==> src/rtl/spart_pkg.sv <==
// Shared types and constants for the SPART receive path.
package spart_pkg;

   localparam int unsigned OSR       = 16;  // brg_tick pulses per bit period
   localparam int unsigned SAMPLE_PT = 7;   // os_cnt value that qualifies the start bit
   localparam int unsigned DATA_BITS = 8;   // data bits per frame, LSB first

   localparam logic [1:0] ADDR_DATA   = 2'd0;
   localparam logic [1:0] ADDR_STATUS = 2'd1;

   typedef enum logic [2:0] {
      IDLE,
      START,
      DATA,
      STOP,
      WAIT_IDLE
   } rx_state_t;

endpackage

==> src/rtl/spart_receive_if.sv <==
// Serial-line, baud-tick and register-read signals of the SPART receiver.
interface spart_receive_if;

   logic       brg_tick;
   logic       rxd;
   logic       iocs;
   logic       iorw;
   logic [1:0] ioaddr;
   logic [7:0] rx_data;
   logic       rda;
   logic       ferr;
   logic       oerr;
   logic       rx_busy;

   // Bus/line side: drives the receiver and observes its flags.
   modport master (
      output brg_tick, rxd, iocs, iorw, ioaddr,
      input  rx_data, rda, ferr, oerr, rx_busy
   );

   // Receiver side.
   modport slave (
      input  brg_tick, rxd, iocs, iorw, ioaddr,
      output rx_data, rda, ferr, oerr, rx_busy
   );

endinterface

==> src/rtl/spart_rx_sync.sv <==
// N-stage synchroniser for an asynchronous input; presets to 1 (idle line level).
module spart_rx_sync #(
   parameter int unsigned Stages = 2
) (
   input  logic clk,
   input  logic rst,
   input  logic d_i,
   output logic q_o
);

   logic [Stages-1:0] sync_q, sync_d;

   // Shift the raw input one stage per clock.
   always_comb begin
      sync_d = {sync_q[Stages-2:0], d_i};
   end

   // Synchroniser flops, preset high so reset never looks like a start bit.
   always_ff @(posedge clk or negedge rst) begin
      if (!rst) begin
         sync_q <= '1;
      end else begin
         sync_q <= sync_d;
      end
   end

   assign q_o = sync_q[Stages-1];

endmodule

==> src/rtl/spart_receive.sv <==
// SPART receive stage: 16x-oversampled 8N1 deserialiser with a one-byte holding
// register, data-available flag and sticky framing/overrun flags.
module spart_receive
   import spart_pkg::*;
(
   input  logic           clk,
   input  logic           rst,
   spart_receive_if.slave bus
);

   localparam logic [3:0] OsLast   = 4'(OSR - 1);
   localparam logic [3:0] SamplePt = 4'(SAMPLE_PT);
   localparam logic [3:0] LastBit  = 4'(DATA_BITS - 1);

   logic       rxd_s;
   rx_state_t  state_q, state_d;
   logic [3:0] os_cnt_q, os_cnt_d;
   logic [3:0] bit_cnt_q, bit_cnt_d;
   logic [7:0] shift_q, shift_d;
   logic [7:0] rx_data_q, rx_data_d;
   logic       rda_q, rda_d;
   logic       ferr_q, ferr_d;
   logic       oerr_q, oerr_d;
   logic       frame_done;
   logic       data_rd;
   logic       status_rd;

   spart_rx_sync #(
      .Stages (2)
   ) u_rxd_sync (
      .clk (clk),
      .rst (rst),
      .d_i (bus.rxd),
      .q_o (rxd_s)
   );

   assign data_rd   = bus.iocs & bus.iorw & (bus.ioaddr == ADDR_DATA);
   assign status_rd = bus.iocs & bus.iorw & (bus.ioaddr == ADDR_STATUS);

   // Frame FSM: next state, oversample/bit counters and shift register.
   always_comb begin
      state_d    = state_q;
      os_cnt_d   = os_cnt_q;
      bit_cnt_d  = bit_cnt_q;
      shift_d    = shift_q;
      frame_done = 1'b0;
      unique case (state_q)
         IDLE: begin
            if (bus.brg_tick && !rxd_s) begin
               state_d  = START;
               os_cnt_d = '0;
            end
         end
         START: begin
            if (bus.brg_tick) begin
               if (os_cnt_q == SamplePt) begin
                  os_cnt_d  = '0;
                  bit_cnt_d = '0;
                  // A line already back high at mid-bit was a glitch.
                  state_d   = rxd_s ? IDLE : DATA;
               end else begin
                  os_cnt_d = os_cnt_q + 4'd1;
               end
            end
         end
         DATA: begin
            if (bus.brg_tick) begin
               if (os_cnt_q == OsLast) begin
                  os_cnt_d  = '0;
                  shift_d   = {rxd_s, shift_q[7:1]};
                  bit_cnt_d = bit_cnt_q + 4'd1;
                  if (bit_cnt_q == LastBit) begin
                     state_d = STOP;
                  end
               end else begin
                  os_cnt_d = os_cnt_q + 4'd1;
               end
            end
         end
         STOP: begin
            if (bus.brg_tick) begin
               if (os_cnt_q == OsLast) begin
                  os_cnt_d   = '0;
                  frame_done = 1'b1;
                  state_d    = rxd_s ? IDLE : WAIT_IDLE;
               end else begin
                  os_cnt_d = os_cnt_q + 4'd1;
               end
            end
         end
         WAIT_IDLE: begin
            // Hold off until a held-low line (break) is released.
            if (rxd_s) begin
               state_d = IDLE;
            end
         end
         default: begin
            state_d = IDLE;
         end
      endcase
   end

   // Holding register and flags; a completing frame overrides a same-cycle read.
   always_comb begin
      rx_data_d = rx_data_q;
      rda_d     = rda_q;
      ferr_d    = ferr_q;
      oerr_d    = oerr_q;
      if (data_rd) begin
         rda_d = 1'b0;
      end
      if (status_rd) begin
         ferr_d = 1'b0;
         oerr_d = 1'b0;
      end
      if (frame_done) begin
         rx_data_d = shift_q;
         rda_d     = 1'b1;
         if (rda_q && !data_rd) begin
            oerr_d = 1'b1;
         end
         if (!rxd_s) begin
            ferr_d = 1'b1;
         end
      end
   end

   // State and datapath registers.
   always_ff @(posedge clk or negedge rst) begin
      if (!rst) begin
         state_q   <= IDLE;
         os_cnt_q  <= '0;
         bit_cnt_q <= '0;
         shift_q   <= '0;
         rx_data_q <= '0;
         rda_q     <= 1'b0;
         ferr_q    <= 1'b0;
         oerr_q    <= 1'b0;
      end else begin
         state_q   <= state_d;
         os_cnt_q  <= os_cnt_d;
         bit_cnt_q <= bit_cnt_d;
         shift_q   <= shift_d;
         rx_data_q <= rx_data_d;
         rda_q     <= rda_d;
         ferr_q    <= ferr_d;
         oerr_q    <= oerr_d;
      end
   end

   assign bus.rx_data = rx_data_q;
   assign bus.rda     = rda_q;
   assign bus.ferr    = ferr_q;
   assign bus.oerr    = oerr_q;
   assign bus.rx_busy = (state_q != IDLE);

endmodule

==> src/flat_wrapper.sv <==
// flat-port wrapper written by rule: the top's interface ports become plain ports
module spart_receive_flat import spart_pkg::*;
  (clk, rst, bus_brg_tick, bus_rxd, bus_iocs, bus_iorw, bus_ioaddr, bus_rx_data, bus_rda, bus_ferr, bus_oerr, bus_rx_busy);
  spart_receive_if bus_i ();
  input  logic clk;
  input  logic rst;
  input wire logic [$bits(bus_i.brg_tick)-1:0] bus_brg_tick;
  input wire logic [$bits(bus_i.rxd)-1:0] bus_rxd;
  input wire logic [$bits(bus_i.iocs)-1:0] bus_iocs;
  input wire logic [$bits(bus_i.iorw)-1:0] bus_iorw;
  input wire logic [$bits(bus_i.ioaddr)-1:0] bus_ioaddr;
  output wire logic [$bits(bus_i.rx_data)-1:0] bus_rx_data;
  output wire logic [$bits(bus_i.rda)-1:0] bus_rda;
  output wire logic [$bits(bus_i.ferr)-1:0] bus_ferr;
  output wire logic [$bits(bus_i.oerr)-1:0] bus_oerr;
  output wire logic [$bits(bus_i.rx_busy)-1:0] bus_rx_busy;
  assign bus_i.brg_tick = bus_brg_tick;
  assign bus_i.rxd = bus_rxd;
  assign bus_i.iocs = bus_iocs;
  assign bus_i.iorw = bus_iorw;
  assign bus_i.ioaddr = bus_ioaddr;
  assign bus_rx_data = bus_i.rx_data;
  assign bus_rda = bus_i.rda;
  assign bus_ferr = bus_i.ferr;
  assign bus_oerr = bus_i.oerr;
  assign bus_rx_busy = bus_i.rx_busy;
  spart_receive u_core (.clk(clk), .rst(rst), .bus(bus_i));
endmodule
==> config.mk <==
export PLATFORM = sky130hd
export DESIGN_NAME = spart_receive_flat
export DESIGN_NICKNAME = d
export VERILOG_FILES = /design/src/rtl/spart_pkg.sv /design/src/rtl/spart_receive_if.sv /design/src/rtl/spart_rx_sync.sv /design/src/rtl/spart_receive.sv /design/src/flat_wrapper.sv
export SDC_FILE = /design/constraint.sdc
export NUM_CORES = 1
export LEC_CHECK = 0
export ABC_CLOCK_PERIOD_IN_PS = 1610
export BUFFER_PORTS_ARGS = -buffer_cell sky130_fd_sc_hd__buf_4
export CORE_ASPECT_RATIO = 0.8
export CORE_MARGIN = 4
export CORE_UTILIZATION = 50
export DETAILED_ROUTE_END_ITERATION = 8
export GPL_ROUTABILITY_DRIVEN = 0
export PLACE_DENSITY = 0.84
export SKIP_CTS_REPAIR_TIMING = 1
export SYNTH_ARGS = -nofsm -noshare
export SYNTH_HDL_FRONTEND = slang
export SYNTH_SLANG_ARGS = --single-unit
==> constraint.sdc <==
create_clock -name clk -period 1.61 [get_ports clk]
set_input_delay 0.0805 -clock clk [delete_from_list [all_inputs] [get_ports clk]]
set_output_delay 0.0805 -clock clk [all_outputs]
set_load 0.05 [all_outputs]
==> results of run 1 <==
==> area by class of cell <==
class,instances,area [sq um],share of cell area
clock buffers,5,68.8,0.0358
clock inverters,3,42.5,0.0221
inverters,2,7.51,0.00391
multi-input cells,86,664,0.346
flip-flops and latches,32,803,0.418
well taps,38,47.5,0.0247
repair buffers,36,288,0.150
==> cell usage in the layout, fill, tap and decap left out, types with 2 or more instances in the layout <==
cell / instances
nor2_1: 6
dfstp_2: 2
clkbuf_8: 5
o31ai_1: 2
o31a_1: 2
a21oi_1: 3
nand2b_1: 5
inv_1: 2
buf_4: 33
mux2i_1: 3
nand3_1: 3
and3_1: 4
or2_2: 2
o21ai_2: 3
o21ai_0: 4
dlygate4sd3_1: 2
nor2b_1: 2
mux2_2: 16
or3_4: 2
nand2_1: 9
dfrtp_1: 30
==> how the worst max path moves through the flow <==
| stage | startpoint | to | cells past startpoint |
|---|---|---|---|
| 3_3_place_gp | u_core.os_cnt_q[1]$_DFFE_PN0P_ | u_core.bus.rx_data[5]$_DFFE_PN0P_ | 4 |
| 3_5_place_dp | u_core.os_cnt_q[1]$_DFFE_PN0P_ | u_core.bus.rx_data[5]$_DFFE_PN0P_ | 4 |
| 2_1_floorplan | u_core.os_cnt_q[3]$_DFFE_PN0P_ | u_core.bit_cnt_q[2]$_DFFE_PN0P_ | 5 |
| 4_1_cts | u_core.os_cnt_q[1]$_DFFE_PN0P_ | u_core.bus.rx_data[5]$_DFFE_PN0P_ | 4 |
| 6_report | u_core.state_q[1]$_DFFE_PN0P_ | u_core.bit_cnt_q[0]$_DFFE_PN0P_ | 4 |
| 5_1_grt | u_core.state_q[1]$_DFFE_PN0P_ | u_core.bit_cnt_q[2]$_DFFE_PN0P_ | 4 |
==> report_power, final <==
group	internal [W]	switching [W]	total, W	leakage (nW)
Combinational	0.000318	0.000337	0.000655	0.454
Clock	0.000458	0.000307	0.000764	0.0541
Sequential	0.000872	0.0000636	0.000935	0.431
==> flip-flops by register name, indices dropped and copies added, names as in the netlist, 2 cells and up <==
signal / count
u_core.os_cnt_q: 4
u_core.bus.rx_data: 8
u_core.bit_cnt_q: 4
u_core.u_rxd_sync.sync_q: 2
u_core.state_q: 3
u_core.shift_q: 8
==> kinds of logic (layout without fill, tap and decap cells) <==
kind of cell / count (synthesis) / count (layout) / share of synthesized area
mux: 19 / 19 / 0.144
simple gates: 42 / 42 / 0.153
xor+xnor: 1 / 1 / 0.00600
compound gates: 22 / 22 / 0.101
buf+inv: 8 / 46 / 0.0291
flops: 32 / 32 / 0.550
fa+ha+maj: 2 / 2 / 0.0171
==> synthesized netlist by cell type, types with 2 or more instances <==
master / count / share of area
dfrtp_1: 30 / 0.51
mux2_2: 16 / 0.12
nand2_1: 9 / 0.023
nor2_1: 7 / 0.018
o21ai_0: 6 / 0.021
nand2b_1: 5 / 0.021
a21oi_1: 4 / 0.014
and3_1: 4 / 0.017
buf_2: 4 / 0.014
nand3_1: 4 / 0.014
mux2i_1: 3 / 0.021
or3_1: 3 / 0.013
dfstp_2: 2 / 0.036
ha_1: 2 / 0.017
inv_1: 2 / 0.0051
nor2b_1: 2 / 0.0086
nor3_1: 2 / 0.0069
o21ai_1: 2 / 0.0069
o31a_1: 2 / 0.012
o31ai_1: 2 / 0.010
or2_2: 2 / 0.0086
==> layer usage <==
metal / wire length (microns) / share of wire / global-route usage / up-vias
met3: 131 / 0.039 / 0.0480 / 7
li1: - / - / - / 523
met2: 1790 / 0.54 / 0.328 / 35
met4: 52 / 0.016 / 0.0595 / 0
met5: 0 / 0 / 0 / -
met1: 1360 / 0.41 / 0.232 / 550
==> per-stage QoR <==
step / TNS [ps] / setup slack (ps) / util
floorplan: -71.6 / -42.3 / -
global placement: 0 / 24.5 / 0.626
detailed placement: -234 / -44.4 / 0.626
CTS: -300 / -46.4 / 0.666
global route: -141 / -46.0 / 0.690
finish: -11.1 / -11.1 / 0.690
==> worst reg2reg max path: stages (launching register included) <==
cell and delay, ps:
dfrtp_1 410, or3b_1 390, a211o_1 280, or3_4 350, o21ai_2 130
==> flow_summary.yaml, run 1 <==
critical_path:
  worstRegToRegCells: 4
  worst-setup-path-type: "flop to flop"
  critPathMaxStageDelay_ps: 410
  critical_path_buf_inv_count: 0
  worstPathRequired_ps: 1820
  end_kind: "flop"
  cp_cell_sequence: "or3b_1 -> a211o_1 -> or3_4 -> o21ai_2"
  ff2ff_setup_slack_ps: -10
  worstReg2RegEnd: "u_core.bit_cnt_q[0]$_DFFE_PN0P_"
  critical_path.max_fanout: 4
  cpMaxStageDelayCell: "dfrtp_1"
  path_delay_family: "simple AND/OR/NAND/NOR gates"
  critPathArrivalTime_ps: 1830
  r2r-start: "u_core.state_q[1]$_DFFE_PN0P_"
  worst_setup_path_start_kind: "flop"
sta:
  post-route-period-util: 1.01
  whs_ps: 161
  final_hold_viol_count: 0
  worst_pin_slew_ps: 397
  setup_violations: 1
  rsz0062_at_grt: "true"
  fmax_mhz: 617
  fin_ws_ps: -11.1
  layout_min_cycle_time_ps: 1620
  relSlewSlack: 0.734
  finClkSkew_ps: 3.70
  finalMaxSlewViolations: 0
synthesis:
  yosysWarnings: 0
  avgSynthCellArea_sq_um: 11.6
  synth_seq_cells: 32
  synth_edf_count: 0
  synth_cell_types: 34
  async_reset_ff_frac: 1.00
  synth_nets: 136
  syn_inst: 126
  synth-main-ff-cell: "dfrtp_1"
  ys_seq_area_frac: 0.550
  syn_area_sq_um: 1460
power_and_ir_drop:
  powerDensity_nw_per_um2: 1230
  vdd_drop_max_uv: 751
  p_leak_nw: 0.939
  power_w: 0.00235
run_status:
  status: "complete, but fails checks"
  violations: "negative setup slack"
route:
  drtIter0Drc: 60
  via_count: 1115
  routed_via_density: 5.52
  drt-wirelength-per-cell_microns: 16.5
  first_pass_iters: 4
  ant_nets: 0
  drc_errors: 0
  drt_wl_total_microns: 3340
place:
  dp_hpwl_microns: 2290
  post_dp_cell_area_sq_um: 1750
  dp.cells: 191
  portBuffers: 19
die:
  die_height_microns: 56.3
  die_w_microns: 68.4
  dieArea_sq_um: 3850
  initial_utilization: 0.524
  io_pins: 20
  rows: 17
  core_sq_um: 2790
global_routing:
  gr-usage-all-layers: 0.192
  grt_pass1_wl_microns: 5490
  grt_overflow_total: 0
  grt_pass1_vias: 1178
  antenna_found_initial: 0
  grt_max_degree: 33
cts:
  clock_sinks: 32
  clk_path_buf_depth: 2
  clk_pin_slew_ps: 70
  numCtsBuffers: 5
  cts-root-buf: "clkbuf_8"
  cts_tree: "built"
  htree_levels: 2
  clkLatencyLatePin_ps: 280
job:
  max_cap_viol_count: 0
cells_and_area:
  diodes: 0
  drive_gt1_frac: 0.439
  fin_area_sq_um: 1920
  area_delta_synth_final_pct: 31.6
  nFillCells: 203
  nNetsFinal: 173
  final_cells: 202
worst_hold_path:
  worstHoldStart: "bus_ioaddr[1]"
  holdPathEnd: "u_core.bus.ferr$_DFF_PN0_"
  hp-class: "input pin to flop"
  holdPathStages: 4
Power figures use the tool's default switching activity.
==> run 2, diff against run 1 <==
--- a/config.mk
+++ b/config.mk
@@ -6,7 +6,7 @@
 export NUM_CORES = 1
 export LEC_CHECK = 0
 export ABC_CLOCK_PERIOD_IN_PS = 1610
-export BUFFER_PORTS_ARGS = -buffer_cell sky130_fd_sc_hd__buf_4
+export BUFFER_PORTS_ARGS = -buffer_cell sky130_fd_sc_hd__buf_2
 export CORE_ASPECT_RATIO = 0.8
 export CORE_MARGIN = 4
 export CORE_UTILIZATION = 50
==> run 2 against run 1 <==
Compared with the run above:
- the flow now finishes without violations
- clock power is 3.7% lower
- global-route usage is 2.5 points lower
- setup slack improved by 25 ps
- die area unchanged
- critical path depth unchanged
- non-clock buffer count decreased by 2
- count of clock-buffer cells in the layout increased by 1
- flip-flop and latch count stayed put
- power is 4.0% lower
- combinational power is 13% lower
- critical path type unchanged
- largest power group unchanged
- highest routed layer unchanged
==> flow_summary.yaml, run 2 (synthesis results as in run 1) <==
die:
  die_height_microns: 56.3
  dieArea_sq_um: 3850
  core_sq_um: 2790
  initial_utilization: 0.524
  rows: 17
  die_w_microns: 68.4
  io_pins: 20
sta:
  post-route-period-util: 0.991
  fmax_mhz: 627
  layout_min_cycle_time_ps: 1600
  final_hold_viol_count: 0
  rsz0062_at_grt: "true"
  setup_violations: 0
  finClkSkew_ps: 2.76
  relSlewSlack: 0.544
  worst_pin_slew_ps: 684
  finalMaxSlewViolations: 0
  final.setup.tns_ps: 0
power_and_ir_drop:
  powerDensity_nw_per_um2: 1220
  vdd_drop_max_uv: 618
  p_leak_nw: 0.920
job:
  max_cap_viol_count: 0
global_routing:
  antenna_found_initial: 0
  grt_overflow_total: 0
  grt_pass1_vias: 1116
  gr-usage-all-layers: 0.167
  grt_max_degree: 33
  grt_pass1_wl_microns: 4800
route:
  ant_nets: 0
  via_count: 1093
  drt-wirelength-per-cell_microns: 14.6
  drc_errors: 0
  routed_via_density: 5.47
  drtIter0Drc: 77
  first_pass_iters: 4
  drt_wl_total_microns: 2920
cells_and_area:
  register_area_sq_um: 805
  nFillCells: 216
  nNetsFinal: 171
  diodes: 0
  final_cells: 200
  drive_gt1_frac: 0.432
  most-common-layout-cells: "29 x dfrtp_1, 19 x buf_2, 16 x mux2_2, 12 x buf_4, 9 x nand2_1"
  final_common_cell: "dfrtp_1"
  area_delta_synth_final_pct: 27.2
  multiInputGateArea_sq_um: 664
  fin_area_sq_um: 1860
critical_path:
  critical_path_buf_inv_count: 0
  cpMaxStageDelayCell: "dfrtp_1"
  path_delay_family: "simple AND/OR/NAND/NOR gates"
  end_kind: "flop"
  critical_path.max_fanout: 4
  critPathMaxStageDelay_ps: 420
  worstPathRequired_ps: 1820
  cp_cell_sequence: "or3b_1 -> a211o_1 -> or3_4 -> o21ai_2"
  worst-setup-path-type: "flop to flop"
  worst_setup_path_start_kind: "flop"
  critPathArrivalTime_ps: 1800
place:
  dp_hpwl_microns: 2020
  post_dp_cell_area_sq_um: 1680
  portBuffers: 19
  dp.cells: 189
cts:
  cts_tree: "built"
  htree_levels: 2
  clock_sinks: 32
  cts-root-buf: "clkbuf_8"
  numCtsBuffers: 5
  clkLatencyLatePin_ps: 270
  clk_pin_slew_ps: 60
  clk_path_buf_depth: 2
worst_hold_path:
  hp-class: "input pin to flop"
run_status:
  status: "finished, final reports clean"
[run 2: cell count changes in the layout (fill, tap and decap cells not counted)]
cell / delta
buf_4: -21
buf_2: +19
and3_1: -1
and3_4: +1
clkbuf_1: +1
clkinvlp_4: -1
dfrtp_1: -1
dfrtp_2: +1
nand3_1: +1
nand3_2: -1
[run 2: area by class of cell]
cell class | instances | area share
clock buffers | 6 | 0.0391
clock inverters | 2 | 0.0189
inverters | 2 | 0.00404
multi-input cells | 86 | 0.358
flip-flops and latches | 32 | 0.433
well taps | 38 | 0.0256
repair buffers | 34 | 0.121
[run 2: power breakdown]
group / total, W / switching, W / internal (W)
Clock: 0.000736 / 0.000278 / 0.000459
Sequential: 0.000957 / 0.0000830 / 0.000874
Combinational: 0.000567 / 0.000298 / 0.000269
[run 2: final timing paths]
path | slack (ps) | start | endpoint | depth (start not counted)
worst max-delay path | 10 | u_core.state_q[1]$_DFFE_PN0P_ | u_core.bit_cnt_q[2]$_DFFE_PN0P_ | 4
worst min-delay path | 160 | bus_ioaddr[1] | u_core.bus.rda$_DFFE_PN0P_ | 3
worst max register to register | 10 | u_core.state_q[1]$_DFFE_PN0P_ | u_core.bit_cnt_q[2]$_DFFE_PN0P_ | 4
worst min register to register | 360 | u_core.u_rxd_sync.sync_q[0]$_DFF_PN1_ | u_core.u_rxd_sync.sync_q[1]$_DFF_PN1_ | 0
max in group asynchronous | 760 | rst | u_core.state_q[0]$_DFFE_PN0P_ | 2
min in group asynchronous | 380 | rst | u_core.bit_cnt_q[0]$_DFFE_PN0P_ | 2
[run 2: through the flow]
step / worst slack, ps / total power (W) / hold WS (ps) / utilization
after global routing: -42.7 / 0.00239 / 187 / 0.666
after CTS: -73.5 / 0.00224 / -135 / 0.643
after detailed placement: -63.0 / 0.00150 / 161 / 0.604
final: 14.1 / 0.00226 / 162 / 0.666
after global placement: 12.6 / 0.00147 / 150 / 0.604
after floorplan: -42.3 / 0.00133 / -215 / -
[run 2: per-layer routing]
| layer | GRT usage | vias up | wire length (microns) | share of wire |
|---|---|---|---|---|
| li1 | - | 520 | - | - |
| met1 | 0.198 | 540 | 1190 | 0.41 |
| met2 | 0.278 | 27 | 1560 | 0.53 |
| met3 | 0.0480 | 6 | 133 | 0.046 |
| met4 | 0.0680 | 0 | 37 | 0.013 |
| met5 | 0 | - | 0 | 0 |
[run 2: worst reg2reg max path, cell delays in order, from the launching register on]
cell and delay (ps):
dfrtp_1 420, or3b_1 380, a211o_1 270, or3_4 340
o21ai_2 120
